**config.mk**
```make
export PLATFORM = sky130hd
export DESIGN_NAME = evm_vote_session_ctrl
export DESIGN_NICKNAME = d
export VERILOG_FILES = /design/src/rtl/evm_vote_session_ctrl.sv
export SDC_FILE = /design/constraint.sdc
export NUM_CORES = 1
export LEC_CHECK = 0
export CAP_MARGIN = 20
export CORE_MARGIN = 5
export CORE_UTILIZATION = 45
export DETAILED_ROUTE_END_ITERATION = 16
export GPL_TIMING_DRIVEN = 0
export HOLD_SLACK_MARGIN = 0.12
export PLACE_DENSITY = 0.72
export SYNTH_ARGS = -nofsm -noshare
export SYNTH_HDL_FRONTEND = slang
export SYNTH_SLANG_ARGS = --single-unit
```
**constraint.sdc**
```tcl
create_clock -name clk -period 2.7 [get_ports clk]
set_clock_uncertainty 0.1 [all_clocks]
set_input_delay 0.54 -clock clk [delete_from_list [all_inputs] [get_ports clk]]
set_output_delay 0.54 -clock clk [all_outputs]
set_load 0.02 [all_outputs]
```
**src/rtl/evm_vote_session_ctrl.sv**
```systemverilog
// Voter session sequencer: ID check, database lookup, one vote, commit.
// Ports: clk/reset, mode, id_valid/voter_id, candidate_btn, db_match in;
//        db_control/db_read/db_write, db_valid_voter, db_address,
//        vote_inc, vote_ok/vote_rej, reject_code, db_full, busy,
//        voter_count out. All outputs registered or decoded from registers.
module evm_vote_session_ctrl #(
    parameter int WORD_SIZE      = 5,
    parameter int ADDRESS_SIZE   = 4,
    parameter int NUM_CANDIDATES = 4,
    parameter int TIMEOUT_CYCLES = 255
) (
    input  logic                      clk,
    input  logic                      reset,
    input  logic                      mode,
    input  logic                      id_valid,
    input  logic [WORD_SIZE-1:0]      voter_id,
    input  logic [NUM_CANDIDATES-1:0] candidate_btn,
    input  logic                      db_match,
    output logic                      db_control,
    output logic                      db_read,
    output logic                      db_write,
    output logic [WORD_SIZE-1:0]      db_valid_voter,
    output logic [ADDRESS_SIZE-1:0]   db_address,
    output logic [NUM_CANDIDATES-1:0] vote_inc,
    output logic                      vote_ok,
    output logic                      vote_rej,
    output logic [1:0]                reject_code,
    output logic                      db_full,
    output logic                      busy,
    output logic [ADDRESS_SIZE-1:0]   voter_count
);

    localparam int TW = $clog2(TIMEOUT_CYCLES + 1);
    localparam logic [ADDRESS_SIZE-1:0] MAX_COUNT = '1;
    localparam logic [TW-1:0] LAST_TICK = TW'(TIMEOUT_CYCLES - 1);

    localparam logic [1:0] RC_TIMEOUT = 2'b00;
    localparam logic [1:0] RC_ZERO_ID = 2'b01;
    localparam logic [1:0] RC_VOTED   = 2'b10;
    localparam logic [1:0] RC_FULL    = 2'b11;

    typedef enum logic [2:0] {
        IDLE,
        LOOKUP,
        CHECK,
        VOTE,
        COMMIT,
        DONE,
        REJECT
    } state_t;

    state_t                 state;
    state_t                 nxt;
    logic [1:0]             code_n;
    logic [WORD_SIZE-1:0]   id_q;
    logic [TW-1:0]          timer;
    logic                   btn_one;

    // Exactly one button pressed: non-zero and no second bit set.
    assign btn_one = (candidate_btn != '0) &&
                     ((candidate_btn & (candidate_btn - NUM_CANDIDATES'(1))) == '0);

    assign db_full = (voter_count == MAX_COUNT);

    always_comb begin
        nxt    = state;
        code_n = reject_code;
        unique case (state)
            IDLE: begin
                if (id_valid && mode) begin
                    if (voter_id == '0) begin
                        nxt    = REJECT;
                        code_n = RC_ZERO_ID;
                    end else if (db_full) begin
                        nxt    = REJECT;
                        code_n = RC_FULL;
                    end else begin
                        nxt = LOOKUP;
                    end
                end
            end
            LOOKUP: nxt = mode ? CHECK : IDLE;
            CHECK: begin
                if (!mode) begin
                    nxt = IDLE;
                end else if (db_match) begin
                    nxt    = REJECT;
                    code_n = RC_VOTED;
                end else begin
                    nxt = VOTE;
                end
            end
            VOTE: begin
                // A valid press on the last timer tick still wins.
                if (!mode) begin
                    nxt = IDLE;
                end else if (btn_one) begin
                    nxt = COMMIT;
                end else if (timer == LAST_TICK) begin
                    nxt    = REJECT;
                    code_n = RC_TIMEOUT;
                end
            end
            COMMIT: nxt = mode ? DONE : IDLE;
            DONE:   nxt = IDLE;
            REJECT: nxt = IDLE;
            default: nxt = IDLE;
        endcase
    end

    // Outputs are loaded from the next state so they line up with it.
    always_ff @(posedge clk or negedge reset) begin
        if (!reset) begin
            state          <= IDLE;
            id_q           <= '0;
            timer          <= '0;
            db_control     <= 1'b0;
            db_read        <= 1'b0;
            db_write       <= 1'b0;
            db_valid_voter <= '0;
            db_address     <= '0;
            vote_inc       <= '0;
            vote_ok        <= 1'b0;
            vote_rej       <= 1'b0;
            reject_code    <= '0;
            busy           <= 1'b0;
            voter_count    <= '0;
        end else begin
            state      <= nxt;
            busy       <= (nxt != IDLE);
            db_control <= (nxt == LOOKUP) || (nxt == CHECK) || (nxt == COMMIT);
            db_read    <= (nxt == LOOKUP);
            db_write   <= (nxt == COMMIT);
            vote_ok    <= (nxt == DONE);
            vote_rej   <= (nxt == REJECT);
            vote_inc   <= (nxt == COMMIT) ? candidate_btn : '0;

            if (nxt == REJECT)
                reject_code <= code_n;

            if (state == IDLE && id_valid && mode)
                id_q <= voter_id;

            if (state == VOTE)
                timer <= timer + TW'(1);
            else
                timer <= '0;

            if (nxt == COMMIT) begin
                db_valid_voter <= id_q;
                db_address     <= voter_count;
            end

            if (state == COMMIT && nxt == DONE && voter_count != MAX_COUNT)
                voter_count <= voter_count + ADDRESS_SIZE'(1);
        end
    end

endmodule

```
==> run summary, run 1 <==
Slew margin rel. -> 40.9%
Worst vdd ir -> 0.485 mV
# Max-Cap Violations -> 0
DP Wirelength -> 2650 um
Die width -> 73.4 um
Clock share of power -> 18.6%
Cells after DPL -> 240
First-pass GRT wire length -> 6200 um
Crit end category -> flip-flop
Critical-path cell list -> clkdlybuf4s50_1 > or4_4 > o21ai_4 > nand3_1 > o211ai_1 > nand2b_4 > buf_8 > mux2_4
Worst endpoint data arrival time -> 2.77 ns
Synthesized flop and latch total -> 41
Number of port buffers -> 39
Layout cells sized above 1 -> 17.6%
Starting DRT DRC Count -> 95
Via count -> 1261
Sw frac -> 33.1%
Clock Latency Late Sink -> 0.29 ns
Setup crit start kind -> primary input
Critical path class -> primary input to flip-flop
Vias in the first global route -> 1376
Peak Freq -> 0.372 GHz
Yosys top cell area share -> 56.7%
Period utilisation layout -> 99.6%
WL final -> 3620 um
CTS sink count -> 41
Pre-CTS WS -> -0.422 ns
Multi-input logic area -> 726 um^2
Max incr delay on CP -> 0.57 ns
Tmin final -> 2.69 ns
Post-Syn Nets -> 168
DR DRC count -> 0
Gr ovfl total -> 0
Psw -> 0.694 mW
Post-route setup slack -> 0.0101 ns
IO Pins -> 40
Crit-path max FO -> 7
Sequential Area -> 0.00103 mm^2
Commonest cells after routing, fill and taps aside -> dfrtp_1 (41), clkdlybuf4s50_1 (37), nor2_1 (16), mux2_2 (12)
Lkg Pwr -> 1.07 nW
Synth cell types -> 38
ANT nets after route -> 0
Setup tns final -> 0 ns
Slew @ Worst Pin -> 0.887 ns
Die area -> 0.00539 mm^2
Non-Filler Instances -> 249
Post-Syn Instances -> 151
Clock transition at path regs -> 0.08 ns
Commonest non-fill, non-tap cell in the layout -> dfrtp_1
Nets -> 215
R2R cell count -> 8
Hold Worst Slack -> 0.271 ns
Crit path required time -> 2.78 ns
Gpl congestion -> 0.891
Syn Area/Cell -> 12.0 um^2
CTS root buf -> clkbuf_8
Post-DP Area -> 0.00226 mm^2
Diode count -> 0
Sequential share of power -> 42.9%
Post-synthesis sequential area ratio -> 56.7%
Ranking of synthesized cells by area -> dfrtp_1 (57%), mux2_2 (7.5%), mux2_4 (3.3%)
Cell area after synthesis -> 0.00181 mm^2
Tightest Hold Check Type -> primary input to async pin
# rows -> 23
Power Density -> 891 mW/mm^2
Avg WL per Cell -> 14.5 um
GRT Total Usage -> 15.1%
CTS hold repair buffers -> 0
Design Power -> 2.10 mW
Initial antenna violation count -> 0
Htree depth -> 2
Fin. Hold Viols -> 0
Outcome -> finished clean
TritonCTS buffer count -> 5
Die H -> 73.4 um
Fin util -> 59.7%
DR vias/cell -> 5.06
Internal power -> 1.40 mW
Syn-to-layout area delta -> 30.1%
Final setup vio count -> 0
Slowest CP cell -> or4_4
CORE AREA -> 0.00394 mm^2
Initial Util -> 45.9%
Fin. max-slew vios -> 0
Largest net degree at the start of global routing -> 42
CTS tree -> done
Combinational power share -> 38.5%
Max clock buf depth -> 2
First-pass iteration count of the detailed router -> 4
Filler cells -> 325
Fin area -> 0.00235 mm^2
Yosys top cell by area -> dfrtp_1
Total number of yosys warnings -> 0
-- synth_stat cells (all sizes together) --
| cell type | n |
|---|---|
| dfrtp | 41 |
| nor2 | 17 |
| mux2 | 16 |
| inv | 8 |
| nand2 | 8 |
| nand3 | 7 |
| o21ai | 7 |
| a21oi | 5 |
| nand2b | 5 |
| xor2 | 5 |
| buf | 3 |
| ha | 3 |
| nor2b | 3 |
| nand3b | 2 |
| nor3 | 2 |
| or3 | 2 |
| or4 | 2 |
| xnor2 | 2 |
| a21o | 1 |
| a311o | 1 |
| a311oi | 1 |
| a31oi | 1 |
| and2 | 1 |
| and3 | 1 |
| nand4 | 1 |
| nor4 | 1 |
| o211a | 1 |
| o211ai | 1 |
| o21a | 1 |
| o221ai | 1 |
| or4b | 1 |
-- timing repair --
action                     4_1_cts  5_1_grt
setup buffers                    0        2
pin swaps                        0        4
setup endpoints to repair        4        4
resized for setup                1        1
-- cell type report --
type	count	area share, %
Buffer	2	0.957
Tap cell	50	2.66
Inverter	8	1.28
Sequential cell	41	43.6
Clock buffer	5	2.93
Timing Repair Buffer	41	17.0
Multi-Input combinational cell	99	30.9
Clock inverter	3	0.745
-- metal layers --
| layer | wire length [um] | up-vias | track usage (%) |
|---|---|---|---|
| li1 | - | 613 | - |
| met4 | 27 | 0 | 5.03 |
| met2 | 1800 | 36 | 24.6 |
| met1 | 1570 | 607 | 18.6 |
| met3 | 215 | 5 | 5.20 |
| met5 | 0 | - | 0 |
-- logic make-up (layout without fill, tap and decap cells) --
family                   after synthesis  count (layout)  share of synthesized area, %
flip-flops                            41              41                          56.7
buffers and inverters                 11              59                          3.53
AO/OA/AOI/OAI                         20              20                          7.96
adder cells (fa/ha/maj)                3               3                          2.08
AND/OR/NAND/NOR                       53              53                          15.5
XOR/XNOR                               7               7                          3.39
multiplexers                          16              16                          10.8
-- power by group through the flow --
stage	registers [mW]	logic (mW)	clock network (mW)
after floorplan	1.04	0.314	0
after global placement	0.900	0.788	0
after detailed placement	0.913	0.807	0
after CTS	0.902	0.811	0.405
after global routing	0.929	0.867	0.433
final	0.900	0.807	0.389
-- critical path: cells and delay by family --
kind / cells / cell delay, ns
and+or+nand+nor: 3 / 0.93
buffers and inverters: 2 / 0.56
AOI/OAI and AO/OA: 2 / 0.44
muxes: 1 / 0.29
-- flip-flops by register name, summed over array words and instances, names as in the netlist --
name	count
vote_ok	1
vote_rej	1
db_write	1
reject_code	2
timer	8
db_valid_voter	5
db_address	4
db_read	1
busy	1
db_control	1
vote_inc	4
id_q	5
state	3
voter_count	4
-- final timing paths --
kind,start,to,slack [ns]
setup / recovery,voter_id[4],db_valid_voter[0],0.01
hold / removal,reset,timer[6],0.27
setup reg to reg,state[0],db_valid_voter[0],0.31
hold reg to reg,reject_code[0],reject_code[0],0.40
max in group asynchronous,reset,db_valid_voter[0],1.68
min in group clk,reject_code[0],reject_code[0],0.40
Power figures use the tool's default switching activity.
==> inputs of run 2 (changes only) <==
--- a/config.mk
+++ b/config.mk
@@ -9,9 +9,11 @@
 export CORE_MARGIN = 5
 export CORE_UTILIZATION = 45
 export DETAILED_ROUTE_END_ITERATION = 16
+export GPL_ROUTABILITY_DRIVEN = 0
 export GPL_TIMING_DRIVEN = 0
 export HOLD_SLACK_MARGIN = 0.12
 export PLACE_DENSITY = 0.72
+export SLEW_MARGIN = 30
 export SYNTH_ARGS = -nofsm -noshare
 export SYNTH_HDL_FRONTEND = slang
 export SYNTH_SLANG_ARGS = --single-unit
==> run summary, run 2 (same netlist as run 1, synthesis figures left out) <==
Number of port buffers -> 39 (unchanged)
Slew margin rel. -> 66.2% (was 40.9%)
Filler cells -> 297 (was 325)
Via count -> 1283 (was 1261)
WL final -> 3650 um (was 3620 um)
IO Pins -> 40 (unchanged)
Nets -> 216 (was 215)
Max clock buf depth -> 2 (unchanged)
GRT Total Usage -> 14.9% (was 15.1%)
Crit path required time -> 2.77 ns (was 2.78 ns)
CTS tree -> done (unchanged)
CTS sink count -> 41 (unchanged)
DR DRC count -> 0 (unchanged)
Commonest non-fill, non-tap cell in the layout -> dfrtp_1 (unchanged)
Crit end category -> flip-flop (unchanged)
Initial Util -> 45.9% (unchanged)
Die H -> 73.4 um (unchanged)
Htree depth -> 2 (unchanged)
Fin util -> 60.4% (was 59.7%)
DP Wirelength -> 2790 um (was 2650 um)
Lkg Pwr -> 1.08 nW (was 1.07 nW)
Non-Filler Instances -> 250 (was 249)
Commonest cells after routing, fill and taps aside -> dfrtp_1 (41), clkdlybuf4s50_1 (37), nor2_1 (16), mux2_2 (12) (unchanged)
Die width -> 73.4 um (unchanged)
Tmin final -> 2.67 ns (was 2.69 ns)
# Max-Cap Violations -> 0 (unchanged)
Crit-path max FO -> 7 (unchanged)
Worst vdd ir -> 0.499 mV (was 0.485 mV)
Multi-input logic area -> 726 um^2 (unchanged)
Largest reg by FF count -> timer (unchanged)
DR vias/cell -> 5.13 (was 5.06)
Outcome -> finished clean (unchanged)
Fin. max-slew vios -> 0 (unchanged)
Setup crit start kind -> primary input (unchanged)
CORE AREA -> 0.00394 mm^2 (unchanged)
Tightest Hold Check Type -> primary input to async pin (unchanged)
Power Density -> 883 mW/mm^2 (was 891 mW/mm^2)
Largest register FFs -> 8 (unchanged)
Layout cells sized above 1 -> 18.0% (was 17.6%)
First-pass GRT wire length -> 6230 um (was 6200 um)
Vias in the first global route -> 1353 (was 1376)
Sequential Area -> 0.00103 mm^2 (unchanged)
Worst endpoint data arrival time -> 2.75 ns (was 2.77 ns)
Largest net degree at the start of global routing -> 22 (was 42)
Avg WL per Cell -> 14.6 um (was 14.5 um)
Diode count -> 0 (unchanged)
Period utilisation layout -> 99.0% (was 99.6%)
Clock Latency Late Sink -> 0.29 ns (about the same)
Syn-to-layout area delta -> 31.6% (was 30.1%)
CTS root buf -> clkbuf_8 (unchanged)
Cells after DPL -> 241 (was 240)
# rows -> 23 (unchanged)
Initial antenna violation count -> 0 (unchanged)
TritonCTS buffer count -> 5 (unchanged)
Die area -> 0.00539 mm^2 (unchanged)
Peak Freq -> 0.374 GHz (was 0.372 GHz)
Starting DRT DRC Count -> 63 (was 95)
Clock transition at path regs -> 0.07 ns (was 0.08 ns)
Slew @ Worst Pin -> 0.507 ns (was 0.887 ns)
Critical path class -> primary input to flip-flop (unchanged)
ANT nets after route -> 0 (unchanged)
Fin. Hold Viols -> 0 (unchanged)
Top flop regs -> timer: 8 flops, db_valid_voter: 5 flops, id_q: 5 flops (unchanged)
Final setup vio count -> 0 (unchanged)
CTS hold repair buffers -> 0 (unchanged)
Gr ovfl total -> 0 (unchanged)
First-pass iteration count of the detailed router -> 4 (unchanged)
==> run 2: cell types whose count changed in the layout (fill, tap and decap cells not counted), sizes merged <==
cell / before / now
buf: 5 / 6
==> run 2: what timing repair did <==
action,in CTS,in global routing
buffers inserted,0,2
gates resized for setup,1,1
pin swaps,0,4
setup endpoints to repair,4,4
==> run 2: critical path, stage by stage <==
cell and delay [ns]:
clkdlybuf4s50_1 0.43, or4_4 0.55, o21ai_4 0.24, nand3_1 0.10
o211ai_1 0.19, nand2b_4 0.26, buf_8 0.14, mux2_4 0.29
==> run 2: path summary, 6_finish.rpt <==
path | start | endpoint | slack, ns | depth (start not counted)
worst max-delay path | voter_id[3] | db_valid_voter[0] | 0.03 | 8
worst max register to register | state[0] | db_valid_voter[0] | 0.30 | 8
max in group asynchronous | reset | vote_inc[1] | 1.92 | 2
worst min register to register | reject_code[0] | reject_code[0] | 0.40 | 1
worst min-delay path | reset | reject_code[0] | 0.11 | 1
min in group clk | reject_code[0] | reject_code[0] | 0.40 | 1
==> run 2: cell type report <==
cell class | instances | share of cell area [%]
inverter | 8 | 1.26
clock buffer | 5 | 2.89
timing repair buffer | 42 | 17.9
multi-input combinational | 99 | 30.5
clock inverter | 3 | 0.736
sequential | 41 | 43.1
buffer | 2 | 0.946
tap | 50 | 2.63
==> run 2: metrics by stage <==
step | total power, mW | worst slack (ns) | hold slack, ns | cell area [um^2] | setup TNS (ns)
after floorplan | 1.35 | 0.280 | 0.144 | 1810 | 0
after global placement | 1.69 | -0.371 | 0.369 | 2260 | -3.69
after detailed placement | 1.73 | -0.409 | 0.386 | 2280 | -4.31
after CTS | 2.12 | 0.0121 | 0.125 | 2370 | 0
after global routing | 2.23 | -0.00154 | 0.148 | 2380 | -0.00154
final | 2.10 | 0.0257 | 0.113 | 2380 | 0
==> run 2: per-layer routing <==
layer	vias to the layer above	GRT usage [%]	routed length [um]
met5	-	0	0
met1	622	17.6	1500
met4	0	4.23	39
li1	618	-	-
met2	38	25.7	1820
met3	5	5.34	280
==> run 2: power by group <==
group	switching (mW)	total, mW	leakage [nW]	internal (mW)
clock	0.207	0.385	0.0439	0.178
sequential	0.112	0.899	0.535	0.787
combinational	0.376	0.817	0.504	0.441
